### src/rtl/bwt_pkg.sv
// Shared definitions for the BWT sort blocks:
// merge FSM state encoding and compare-direction constants.
package bwt_pkg;

  typedef logic [2:0] state_t;

  localparam logic [2:0] S_IDLE    = 3'd0;
  localparam logic [2:0] S_MERGE   = 3'd1;
  localparam logic [2:0] S_DRAIN_L = 3'd2;
  localparam logic [2:0] S_DRAIN_R = 3'd3;
  localparam logic [2:0] S_FINISH  = 3'd4;

  localparam int ORDER_ASC  = 0;
  localparam int ORDER_DESC = 1;

endpackage

### src/rtl/sym_compare.sv
// Unsigned symbol compare for the merge; equal symbols
// favour the left side so the merge stays stable.
module sym_compare
  import bwt_pkg::*;
#(
  parameter int SYM_W   = 8,
  parameter int DESCEND = ORDER_ASC
) (
  input  logic [SYM_W-1:0] l_sym,
  input  logic [SYM_W-1:0] r_sym,
  output logic             take_left
);

  generate
    if (DESCEND == ORDER_DESC) begin : g_desc
      assign take_left = (l_sym >= r_sym);
    end else begin : g_asc
      assign take_left = (l_sym <= r_sym);
    end
  endgenerate

endmodule

### src/rtl/merge_sorted_streams.sv
// Two-way merge of sorted symbol streams into one
// registered output stream with last/done signalling.
module merge_sorted_streams
  import bwt_pkg::*;
#(
  parameter int SYM_W   = 8,
  parameter int LEN_W   = 8,
  parameter int DESCEND = ORDER_ASC
) (
  input  logic             clk,
  input  logic             rst,
  input  logic             start,
  input  logic [LEN_W-1:0] len_l,
  input  logic [LEN_W-1:0] len_r,
  input  logic [SYM_W-1:0] l_data,
  input  logic             l_valid,
  output logic             l_ready,
  input  logic [SYM_W-1:0] r_data,
  input  logic             r_valid,
  output logic             r_ready,
  output logic [SYM_W-1:0] out_data,
  output logic             out_valid,
  input  logic             out_ready,
  output logic             out_last,
  output logic             busy,
  output logic             done
);

  state_t           state;
  logic [LEN_W-1:0] rem_l;
  logic [LEN_W-1:0] rem_r;
  logic             slot_free;
  logic             take_left;
  logic             pick_l;
  logic             pick_r;
  logic [LEN_W:0]   rem_sum;
  logic             last_beat;

  sym_compare #(
    .SYM_W  (SYM_W),
    .DESCEND(DESCEND)
  ) u_cmp (
    .l_sym    (l_data),
    .r_sym    (r_data),
    .take_left(take_left)
  );

  assign slot_free = !out_valid || out_ready;
  assign rem_sum   = {1'b0, rem_l} + {1'b0, rem_r};
  assign last_beat = (rem_sum == (LEN_W+1)'(1));

  // Input readies are combinational so the chosen
  // element moves into the output register this edge.
  always_comb begin
    pick_l = 1'b0;
    pick_r = 1'b0;
    unique case (1'b1)
      (state == S_MERGE): begin
        if (l_valid && r_valid && slot_free) begin
          pick_l = take_left;
          pick_r = !take_left;
        end
      end
      (state == S_DRAIN_L): pick_l = l_valid && slot_free;
      (state == S_DRAIN_R): pick_r = r_valid && slot_free;
      default: ;
    endcase
  end

  assign l_ready = pick_l;
  assign r_ready = pick_r;
  assign busy    = (state != S_IDLE);

  always_ff @(posedge clk or negedge rst) begin
    if (!rst) begin
      state     <= S_IDLE;
      rem_l     <= '0;
      rem_r     <= '0;
      out_data  <= '0;
      out_valid <= 1'b0;
      out_last  <= 1'b0;
      done      <= 1'b0;
    end else begin
      done <= 1'b0;

      if (pick_l || pick_r) begin
        out_data  <= pick_l ? l_data : r_data;
        out_valid <= 1'b1;
        out_last  <= last_beat;
      end else if (out_ready) begin
        out_valid <= 1'b0;
      end

      if (pick_l) rem_l <= rem_l - LEN_W'(1);
      if (pick_r) rem_r <= rem_r - LEN_W'(1);

      unique case (1'b1)
        (state == S_IDLE): begin
          if (start) begin
            rem_l <= len_l;
            rem_r <= len_r;
            if (len_l != '0 && len_r != '0)
              state <= S_MERGE;
            else if (len_l != '0)
              state <= S_DRAIN_L;
            else if (len_r != '0)
              state <= S_DRAIN_R;
            else
              state <= S_FINISH;
          end
        end
        (state == S_MERGE): begin
          if (pick_l && rem_l == LEN_W'(1))
            state <= S_DRAIN_R;
          else if (pick_r && rem_r == LEN_W'(1))
            state <= S_DRAIN_L;
        end
        (state == S_DRAIN_L): begin
          if (pick_l && rem_l == LEN_W'(1))
            state <= S_FINISH;
        end
        (state == S_DRAIN_R): begin
          if (pick_r && rem_r == LEN_W'(1))
            state <= S_FINISH;
        end
        (state == S_FINISH): begin
          // Hold one extra cycle so done is seen while busy.
          if (done)
            state <= S_IDLE;
          else if (!out_valid)
            done <= 1'b1;
        end
        default: state <= S_IDLE;
      endcase
    end
  end

endmodule

### config.mk
export PLATFORM = sky130hd
export DESIGN_NAME = merge_sorted_streams
export DESIGN_NICKNAME = d
export VERILOG_FILES = /design/src/rtl/bwt_pkg.sv /design/src/rtl/sym_compare.sv /design/src/rtl/merge_sorted_streams.sv
export SDC_FILE = /design/constraint.sdc
export NUM_CORES = 1
export LEC_CHECK = 0
export ABC_AREA = 1
export BUFFER_PORTS_ARGS = -buffer_cell sky130_fd_sc_hd__buf_4
export CAP_MARGIN = 20
export CORE_ASPECT_RATIO = 0.8
export CORE_MARGIN = 5
export CORE_UTILIZATION = 54
export CTS_CLUSTER_SIZE = 25
export DETAILED_ROUTE_END_ITERATION = 6
export PLACE_DENSITY = 0.76
export SYNTH_ARGS = -nofsm -noshare
export SYNTH_HDL_FRONTEND = slang
export SYNTH_HIERARCHICAL = 1
export SYNTH_SLANG_ARGS = --single-unit
### constraint.sdc
create_clock -name clk -period 2.3 [get_ports clk]
set_clock_uncertainty 0.2 [all_clocks]
set_input_delay 0.115 -clock clk [delete_from_list [all_inputs] [get_ports clk]]
set_output_delay 0.115 -clock clk [all_outputs]
set_load 0.01 [all_outputs]
==> results.ini, run 1 <==
[run_status]
status=finished clean

[clocking]
cts-buffers-inserted=5
root_buffer=clkbuf_8
cts_tree=done
clk_pin_slew_worst_paths_ps=70
cts.sink_count=30
h-tree-depth=2
clock_latency_ps=280
clk_path_buf_depth=2

[worst_setup_path]
end_kind=register
worst_path_largest_cell_delay_ps=410
path_common_cell=nor2_1
cp.arrival_ps=2180
crit_type=register to register
cp_slowest_cell=dfrtp_1
cp_data_required_time_ps=2320
worstPathCellList=ha_1 -> fa_2 -> nand3b_1 -> nor2_1 -> nand3_1 -> nor2_1 -> nand2_1 -> nor2_1 -> nand3_1 -> nand2_1
worst_setup_path_start_kind=register
cp_max_fo=4

[synth]
synth.most_common_cell=nand2_1
synth_xor_area_share_pct=3.405
synth-adder-area-share_pct=10.99
synthSimpleGateAreaFrac_pct=32.10
syn_inst=374
yosys_warnings=6
synth-edff-count=0
synth_top_area_share_pct=29.18
synth_fp_nets=434
synth_top_family_by_area=simple AND/OR/NAND/NOR gates
postSynthAreaPerCell_um2=6.878
yosys-top-cells-count=nand2_1 (89), inv_1 (56), nor2_1 (46), dfrtp_1 (30), nand3_1 (29)
syn_area_um2=2572
yosys.area.top_type=dfrtp_1
ys_ff_latch=30
yosysUniqueCellTypes=33
synth_compound_area_share_pct=13.38
synth_area_leaders=dfrtp_1 (29%), nand2_1 (13%), ha_1 (10%)
async_flop_share_pct=100.0
muxShareOfSynthArea_pct=0
yosysSeqAreaShare_pct=29.18
synthFlopType=dfrtp_1

[pwr]
power.leakage_nw=1.794
p_int_mw=2.062
p_clk_share_pct=10.5
p_seq_share_pct=25.6
p_switching_mw=2.049
switching_share_pct=49.85
power_density_nw_per_um2=1192
peakVddDrop_mv=0.7969
combinationalPowerShare_pct=63.9

[layout]
fin_nets=524
antenna_cells=0
syn2layout_area_growth_pct=34.00
post-route-util_pct=74.99
drive_gt1_share_pct=18.36

[global_route]
grt.total_usage_pct=24.43
grt-ovfl-total=0
antenna_found_initial=0
grt_max_degree=31
grt_pass1_vias=2726
grt_pass1_wl_mm=12.12

[job]
drv_cap=0

[die]
ios=52
core-area_um2=4597
start_util_pct=55.96
die-height_um=71.74
num_rows=22
dieWidth_um=87.17
dieArea_um2=6253

[timing]
worstMarginPinSlew_ps=447.3
hold_violations=0
slew_headroom_pct=70.14
setup_tns_ps=0
maxSlewViolCount=0
rsz0062_at_grt=false
fmax_mhz=463.3
finalCritPeriodShare_pct=93.85
setup_viol=0
fin_crit_ps=2158

[min_path]
hold_class=primary input to register

[drt]
vias=2744
first_iter_violations=190
postRouteAntennaNets=0
drc=0
drt_first_pass_iters=4
routed_wl_mm=7.361
wl_per_cell_um=14.07
viasPerCell=5.247

[placement]
port_buffers=51
hpwl_mm=5.059
globalplace.congestion=0.8379

per-stage QoR:
step                      cell area [um2]  setup WS, ps  total power [mW]  hold WS, ps  std cells
after floorplan                      2572         396.2             2.862       -380.6        374
after global placement               3017         67.04             3.470       -123.5        483
after detailed placement             3017         24.28             3.541       -124.6        483
after CTS                            3440         119.5             4.035        37.84        523
after global routing                 3447         15.83             4.495        80.57        523
final                                3447         141.5             4.111        40.91        523
path summary, 6_finish.rpt:
| check | start | end | slack, ps | cells past startpoint |
|---|---|---|---|---|
| worst max-delay path | rem_l[0] | out_last | 140 | 10 |
| worst min-delay path | start | rem_l[1] | 40 | 5 |
| worst max register to register | rem_l[0] | out_last | 140 | 10 |
| worst min register to register | out_valid | done | 270 | 1 |
| max in group asynchronous | rst | rem_r[4] | 1490 | 2 |
| min in group asynchronous | rst | out_data[1] | 110 | 2 |
final cells by class:
class | instances | area [um2]
clock buffers | 6 | 82.58
fillers | 353 | 1150
inverters | 62 | 232.7
multi-input cells | 277 | 1548
flip-flops and latches | 30 | 750.7
well taps | 60 | 75.07
repair buffers | 88 | 758.2
state kept, by name (all words and copies together) (netlist names):
| signal | cells |
|---|---|
| rem_r | 8 |
| out_data | 8 |
| out_valid | 1 |
| out_last | 1 |
| rem_l | 8 |
| done | 1 |
| state | 3 |
timing repair:
| action | in CTS | in global routing |
|---|---|---|
| endpoints found under the hold margin | 55 | 0 |
| hold buffers | 34 | 0 |
| setup buffers | 0 | 0 |
| setup endpoints to repair | 0 | 4 |
| gates resized for setup | 0 | 2 |
cells by family (layout without fill, tap and decap cells):
family / count (synthesis) / count (layout)
xor gates and xnor gates: 10 / 10
DFF: 30 / 30
buffers and inverters: 67 / 156
AOI/OAI and AO/OA: 56 / 56
and+or+nand+nor: 189 / 189
adders and majority gates: 22 / 22
power groups by stage:
| stage | Sequential [mW] | Clock [mW] | Combinational [mW] |
|---|---|---|---|
| final | 1.05 | 0.432 | 2.63 |
| after floorplan | 1.02 | 0 | 1.84 |
| after CTS | 1.04 | 0.438 | 2.55 |
| after detailed placement | 1.05 | 0 | 2.49 |
| after global placement | 1.05 | 0 | 2.42 |
| after global routing | 1.09 | 0.463 | 2.95 |
routing by layer:
layer  routed length (um)  vias up  GRT usage (%)
met5                    0        -              0
met4                  156        0          7.836
met3                  418       18          5.517
met2                 3599       97          41.03
met1                 3187     1243          31.11
li1                     -     1386              -
critical path: cells and delay by family (launching register included):
kind                     cells  cell delay (ps)
adder cells (fa/ha/maj)      2              640
flip-flops                   1              410
AND/OR/NAND/NOR              8              850
layout by cell type (no fill, tap or decap), types with 2 or more instances in the layout:
cell type | Yosys | routed
clkbuf_8 | 0 | 6
dfrtp_1 | 30 | 30
o21ai_0 | 14 | 14
nor2_2 | 4 | 3
ha_1 | 21 | 21
nand3_2 | 3 | 3
o21ai_1 | 16 | 16
nand3_1 | 29 | 29
nor3_1 | 4 | 4
inv_2 | 6 | 6
nor2_1 | 46 | 46
nand2_1 | 89 | 89
buf_4 | 2 | 53
o211ai_1 | 8 | 8
nand2_2 | 4 | 4
inv_1 | 56 | 56
dlygate4sd3_1 | 0 | 34
xor2_1 | 10 | 10
nand4_1 | 5 | 5
a31oi_1 | 2 | 2
a21oi_1 | 8 | 8
o22ai_1 | 2 | 2
nor2_4 | 1 | 2
No activity file was read; power rests on OpenSTA's default activity.
==> inputs of run 2 (changes only) <==
--- a/config.mk
+++ b/config.mk
@@ -14,6 +14,7 @@
 export CTS_CLUSTER_SIZE = 25
 export DETAILED_ROUTE_END_ITERATION = 6
 export PLACE_DENSITY = 0.76
+export REMOVE_ABC_BUFFERS = 1
 export SYNTH_ARGS = -nofsm -noshare
 export SYNTH_HDL_FRONTEND = slang
 export SYNTH_HIERARCHICAL = 1
==> results.ini, run 2 (synthesis gave the netlist of run 1 again) <==
[run_status]
status=finished clean

[worst_setup_path]
worstReg2RegEnd=out_last
cp.arrival_ps=2110  ; -70 ps
r2r-start=rem_r[0]
cp_max_fo=2  ; -2
cp_data_required_time_ps=2280  ; -40 ps
crit_type=primary input to register
r2r_cells=10  ; unchanged
r2r_slack_ps=180  ; +40 ps
end_kind=register
worst_setup_path_start_kind=primary input

[placement]
globalplace.congestion=0.8956  ; +6.9%
port_buffers=51  ; unchanged
hpwl_mm=5.070  ; +0.23%

[global_route]
grt_pass1_wl_mm=12.21  ; +0.74%
grt_max_degree=31  ; unchanged
grt-ovfl-total=0  ; unchanged
grt.total_usage_pct=24.30  ; -0.12 points
grt_pass1_vias=2676  ; -1.8%
antenna_found_initial=0  ; unchanged

[job]
drv_cap=0  ; unchanged

[timing]
finalCritPeriodShare_pct=92.76  ; -1.1 points
maxSlewViolCount=0  ; unchanged
fin_hold_ws_ps=94.34  ; +53.43 ps
setup_viol=0  ; unchanged
slew_headroom_pct=71.47  ; +1.3 points
fin_crit_ps=2133  ; -24.98 ps
hold_violations=0  ; unchanged
rsz0062_at_grt=false
worstMarginPinSlew_ps=427.3  ; -20.05 ps
fmax_mhz=468.7  ; +1.2%
setup_tns_ps=0  ; unchanged

[die]
core-area_um2=4597  ; unchanged
dieArea_um2=6253  ; unchanged
die-height_um=71.74  ; unchanged
dieWidth_um=87.17  ; unchanged
ios=52  ; unchanged
num_rows=22  ; unchanged
start_util_pct=55.96  ; unchanged

[clocking]
clk_path_buf_depth=2  ; unchanged
clk_pin_slew_worst_paths_ps=70  ; about the same
cts_setup_buffers=0  ; unchanged
h-tree-depth=2  ; unchanged
clock_latency_ps=280  ; about the same
cts.sink_count=30  ; unchanged
cts-buffers-inserted=5  ; unchanged
root_buffer=clkbuf_8
cts_tree=done

[drt]
viasPerCell=5.241  ; -0.11%
first_iter_violations=146  ; -23%
wl_per_cell_um=13.72  ; -2.6%
drt_first_pass_iters=4  ; unchanged
postRouteAntennaNets=0  ; unchanged
routed_wl_mm=7.228  ; -1.8%
drc=0  ; unchanged
vias=2762  ; +0.66%

[pwr]
peakVddDrop_mv=0.6735  ; -15%
p_switching_mw=2.018  ; -1.5%
power.leakage_nw=1.811  ; +0.90%
finalPower_mw=4.098  ; -0.30%
p_clk_share_pct=11.2  ; +0.7 points
combinationalPowerShare_pct=62.9  ; -1.0 points
switching_share_pct=49.23  ; -0.61 points
p_seq_share_pct=26.0  ; +0.4 points
power_density_nw_per_um2=1182  ; -0.91%
p_int_mw=2.081  ; +0.92%

[layout]
final_common_cell=nand2_1
final_cell_mix=nand2_1 (89), inv_1 (56), buf_4 (55), nor2_1 (46), dlygate4sd3_1 (34)
seqCellArea_um2=750.7  ; unchanged
antenna_cells=0  ; unchanged
multi_input_area_um2=1545  ; -0.16%
top_regs=out_data x8, rem_l x8, rem_r x8
fill_cells=370  ; +4.8%
syn2layout_area_growth_pct=34.83
drive_gt1_share_pct=18.84  ; +0.49 points
post-route-util_pct=75.45  ; +0.46 points
fin_nets=526  ; +0.38%

[min_path]
hold_class=primary input to asynchronous set/reset pin

==> run 2: cell types whose count changed in the layout (fill, tap and decap cells not counted), sizes merged <==
cell	change
clkbuf	+1
clkinv	+1
buf	+2
==> run 2: power by group through the flow <==
stage	clock, mW	sequential (mW)	combinational, mW
6_report	0.458	1.06	2.58
5_1_grt	0.480	1.09	2.94
4_1_cts	0.458	1.05	2.54
3_5_place_dp	0	1.06	2.49
3_3_place_gp	0	1.06	2.42
2_1_floorplan	0	1.02	1.79
==> run 2: cell type report <==
type,count,area share (%)
clock inverter,1,0.1443
clock buffer,7,2.489
timing repair buffer,90,22.29
sequential,30,21.64
tap,60,2.164
inverter,62,6.710
multi-input combinational,277,44.55
==> run 2: what timing repair did <==
item | in CTS | in global routing
hold buffers | 34 | 0
resized for setup | 0 | 1
hold endpoints to repair | 55 | 0
setup endpoints to repair | 0 | 1
==> run 2: how the worst max path moves through the flow <==
stage	cells past startpoint	to	start	slack, ps
6_report	11	state[1]	len_l[6]	170
3_5_place_dp	15	out_data[1]	l_data[5]	70
2_1_floorplan	10	out_last	rem_l[0]	400
4_1_cts	11	state[1]	len_l[7]	50
5_1_grt	10	out_last	rem_r[0]	50
3_3_place_gp	15	out_data[3]	l_data[5]	120
==> run 2: worst max-delay path, stage by stage <==
cell,delay [ps]
dlygate4sd3_1,550
buf_4,140
or2_2,260
nor3_1,130
nand3_1,180
nor3_2,220
ha_1,270
nand3_1,80
nand2_1,50
nand3_1,70
nand2_1,50
==> run 2: through the flow <==
stage,std cells,area (um2),setup slack [ps]
2_1_floorplan,369,2524,396.2
3_5_place_dp,485,3032,67.15
5_1_grt,527,3468,45.18
4_1_cts,527,3463,46.65
6_report,527,3468,166.5
3_3_place_gp,485,3032,121.9
==> run 2: layer usage <==
| metal | part of all wire (%) | wire (um) | track usage [%] |
|---|---|---|---|
| met4 | 2.3 | 167 | 8.007 |
| met1 | 44 | 3187 | 31.32 |
| met3 | 6.8 | 490 | 5.632 |
| met2 | 47 | 3382 | 40.10 |
| met5 | 0 | 0 | 0 |
==> inputs of run 3 (changes only) <==
--- a/config.mk
+++ b/config.mk
@@ -5,7 +5,6 @@
 export SDC_FILE = /design/constraint.sdc
 export NUM_CORES = 1
 export LEC_CHECK = 0
-export ABC_AREA = 1
 export BUFFER_PORTS_ARGS = -buffer_cell sky130_fd_sc_hd__buf_4
 export CAP_MARGIN = 20
 export CORE_ASPECT_RATIO = 0.8
@@ -13,7 +12,7 @@
 export CORE_UTILIZATION = 54
 export CTS_CLUSTER_SIZE = 25
 export DETAILED_ROUTE_END_ITERATION = 6
-export PLACE_DENSITY = 0.76
+export PLACE_DENSITY = 0.91
 export REMOVE_ABC_BUFFERS = 1
 export SYNTH_ARGS = -nofsm -noshare
 export SYNTH_HDL_FRONTEND = slang
==> results.ini, run 3 <==
[die]
dieArea_um2=5837  ; -6.6%
start_util_pct=56.20  ; +0.24 points
dieWidth_um=84.18  ; -3.4%
num_rows=21  ; -4.5%
die-height_um=69.35  ; -3.3%
ios=52  ; unchanged
core-area_um2=4230  ; -8.0%

[layout]
fill_cells=199  ; -46%
fin_nets=426  ; -19%
final_common_cell=buf_4
finalNonFillerCells=425  ; -19%
top_regs=out_data x8, rem_l x8, rem_r x8
post-route-util_pct=85.09  ; +9.6 points
drive_gt1_share_pct=34.43  ; +16 points
syn2layout_area_growth_pct=51.42
final_cell_mix=buf_4 (67), dlygate4sd3_1 (32), dfrtp_1 (30), nand2_1 (28), inv_1 (17)

[worst_setup_path]
end_kind=register
worst_setup_path_start_kind=register
r2r-start=state[1]
r2r_cells=7  ; -3
worstReg2RegEnd=out_data[4]
cp_max_fo=10  ; +8
crit_type=register to register
r2r_slack_ps=-180  ; -360 ps
cp.arrival_ps=2460  ; +350 ps
cp_data_required_time_ps=2280  ; about the same

[synth]
synthFlopType=dfrtp_1
postSynthAreaPerCell_um2=9.005  ; +31%
synth_area_leaders=dfrtp_1 (32%), ha_1 (11%), o21ai_0 (4.6%)
synth.most_common_cell=dfrtp_1
syn_area_um2=2377  ; -7.6%
syn_inst=264  ; -29%
yosys_warnings=6  ; unchanged
yosys-top-cells-count=dfrtp_1 (30), nand2_1 (28), o21ai_0 (22), ha_1 (21), inv_1 (20)
yosysSeqAreaShare_pct=31.58  ; +2.4 points
ys_ff_latch=30  ; unchanged
synth-edff-count=0  ; unchanged
async_flop_share_pct=100.0  ; unchanged
yosysUniqueCellTypes=49  ; +48%
yosys.area.top_type=dfrtp_1
synth_top_area_share_pct=31.58  ; +2.4 points

[min_path]
whs_path_depth=3
hold_path_end=out_data[3]
hp-start=l_data[3]
hold_class=primary input to register

[pwr]
peakVddDrop_mv=0.7971  ; +18%
p_seq_share_pct=26.0  ; about the same
combinationalPowerShare_pct=60.5  ; -2.4 points
p_clk_share_pct=13.5  ; +2.3 points
power_density_nw_per_um2=1171  ; -0.91%
finalPower_mw=4.215  ; +2.8%
power.leakage_nw=1.522  ; -16%
p_switching_mw=1.950  ; -3.4%
p_int_mw=2.265  ; +8.9%
switching_share_pct=46.26  ; -3.0 points

[timing]
worst_slack_ps=-184.7  ; -351.3 ps
rsz0062_at_grt=true
slew_headroom_pct=56.85  ; -15 points
worstMarginPinSlew_ps=641.4  ; +214.1 ps
maxSlewViolCount=0  ; unchanged
fin_crit_ps=2485  ; +351.3 ps
fmax_mhz=402.5  ; -14%
hold_violations=0  ; unchanged
finalCritPeriodShare_pct=108.0  ; +15 points
setup_viol=8  ; +8
setup_tns_ps=-403.9  ; -403.9 ps

[drt]
viasPerCell=6.546  ; +25%
vias=2782  ; +0.72%
drt_first_pass_iters=5  ; +1
drc=0  ; unchanged
routed_wl_mm=10.16  ; +41%
first_iter_violations=369  ; +150%
postRouteAntennaNets=0  ; unchanged
wl_per_cell_um=23.90  ; +74%

[global_route]
grt.total_usage_pct=28.48  ; +4.2 points
grt_max_degree=33  ; +6.5%
grt_pass1_wl_mm=12.94  ; +6.0%
grt_pass1_vias=2627  ; -1.8%
antenna_found_initial=2  ; +2
grt-ovfl-total=0  ; unchanged

[clocking]
clk_pin_slew_worst_paths_ps=80  ; about the same
cts_tree=done
cts-buffers-inserted=5  ; unchanged
cts.sink_count=30  ; unchanged
root_buffer=clkbuf_8
clock_latency_ps=300  ; +20 ps
h-tree-depth=2  ; unchanged
clk_path_buf_depth=2  ; unchanged

[placement]
globalplace.congestion=0.8476  ; -5.4%
port_buffers=51  ; unchanged
dp_cells=376  ; -22%
hpwl_mm=4.800  ; -5.3%

[job]
drv_cap=0  ; unchanged

[run_status]
violations=setup timing
status=complete, but fails checks

==> run 3: kinds of logic after synthesis <==
logic type | count (synthesis) | share of synthesized area (%)
AO/OA/AOI/OAI | 62 | 18.58
XOR/XNOR | 15 | 5.526
adder cells (fa/ha/maj) | 22 | 11.89
buffers and inverters | 31 | 6.473
flip-flops | 30 | 31.58
multiplexers | 9 | 3.842
AND/OR/NAND/NOR | 95 | 22.11
==> run 3: worst max path at each step <==
stage / startpoint / to / slack, ps / depth (start not counted)
2_1_floorplan: r_data[1] / rem_l[4] / -770 / 11
3_3_place_gp: l_data[1] / state[1] / -340 / 12
3_5_place_dp: l_data[1] / state[1] / -490 / 12
4_1_cts: len_l[2] / state[2] / 6 / 8
5_1_grt: state[1] / out_data[4] / -330 / 7
6_report: state[1] / out_data[4] / -180 / 7
==> run 3: timing repair <==
action	in CTS	in global routing
gates resized for setup	10	39
pin swaps	5	22
hold buffers	31	1
cloned	0	1
hold endpoints to repair	53	1
buffers inserted	3	4
endpoints found under the setup margin	22	24
==> run 3: area by class of cell <==
cell class	count	area [um2]	share of cell area [%]
diodes	2	5.005	0.1390
clock buffers	6	82.58	2.294
clock inverters	1	30.03	0.8342
inverters	20	77.57	2.155
multi-input cells	203	1658	46.05
flip-flops and latches	30	750.7	20.86
well taps	57	71.32	1.981
repair buffers	106	924.6	25.69
==> run 3: critical path, stage by stage (launching register included) <==
cell	delay [ps]
dfrtp_1	420
buf_4	200
nor2b_1	310
o21ai_0	240
a211oi_4	390
buf_4	240
nor2_1	50
a21oi_1	300
==> run 3: metrics by stage <==
stage               setup slack [ps]  area (um2)  hold WS [ps]
global placement              -338.4        2865        -137.2
finish                        -184.7        3600         15.49
floorplan                     -774.2        2298        -380.6
detailed placement            -485.6        2865        -134.6
CTS                            5.952        3348         18.87
global route                  -326.1        3597         48.80
==> run 3: power groups by stage <==
stage	combinational, mW	sequential, mW	clock (mW)
2_1_floorplan	1.26	1.03	0
3_3_place_gp	1.90	1.01	0
3_5_place_dp	2.00	1.03	0
4_1_cts	2.11	1.03	0.546
5_1_grt	2.71	1.11	0.582
6_report	2.55	1.10	0.567
==> run 3: layer usage <==
metal / GRT usage [%] / vias up / routed length, um
met1: 31.49 / 1303 / 3305
met4: 19.64 / 0 / 1035
met2: 47.37 / 226 / 4790
met5: 0 / - / 0
met3: 7.601 / 103 / 1028
li1: - / 1150 / -
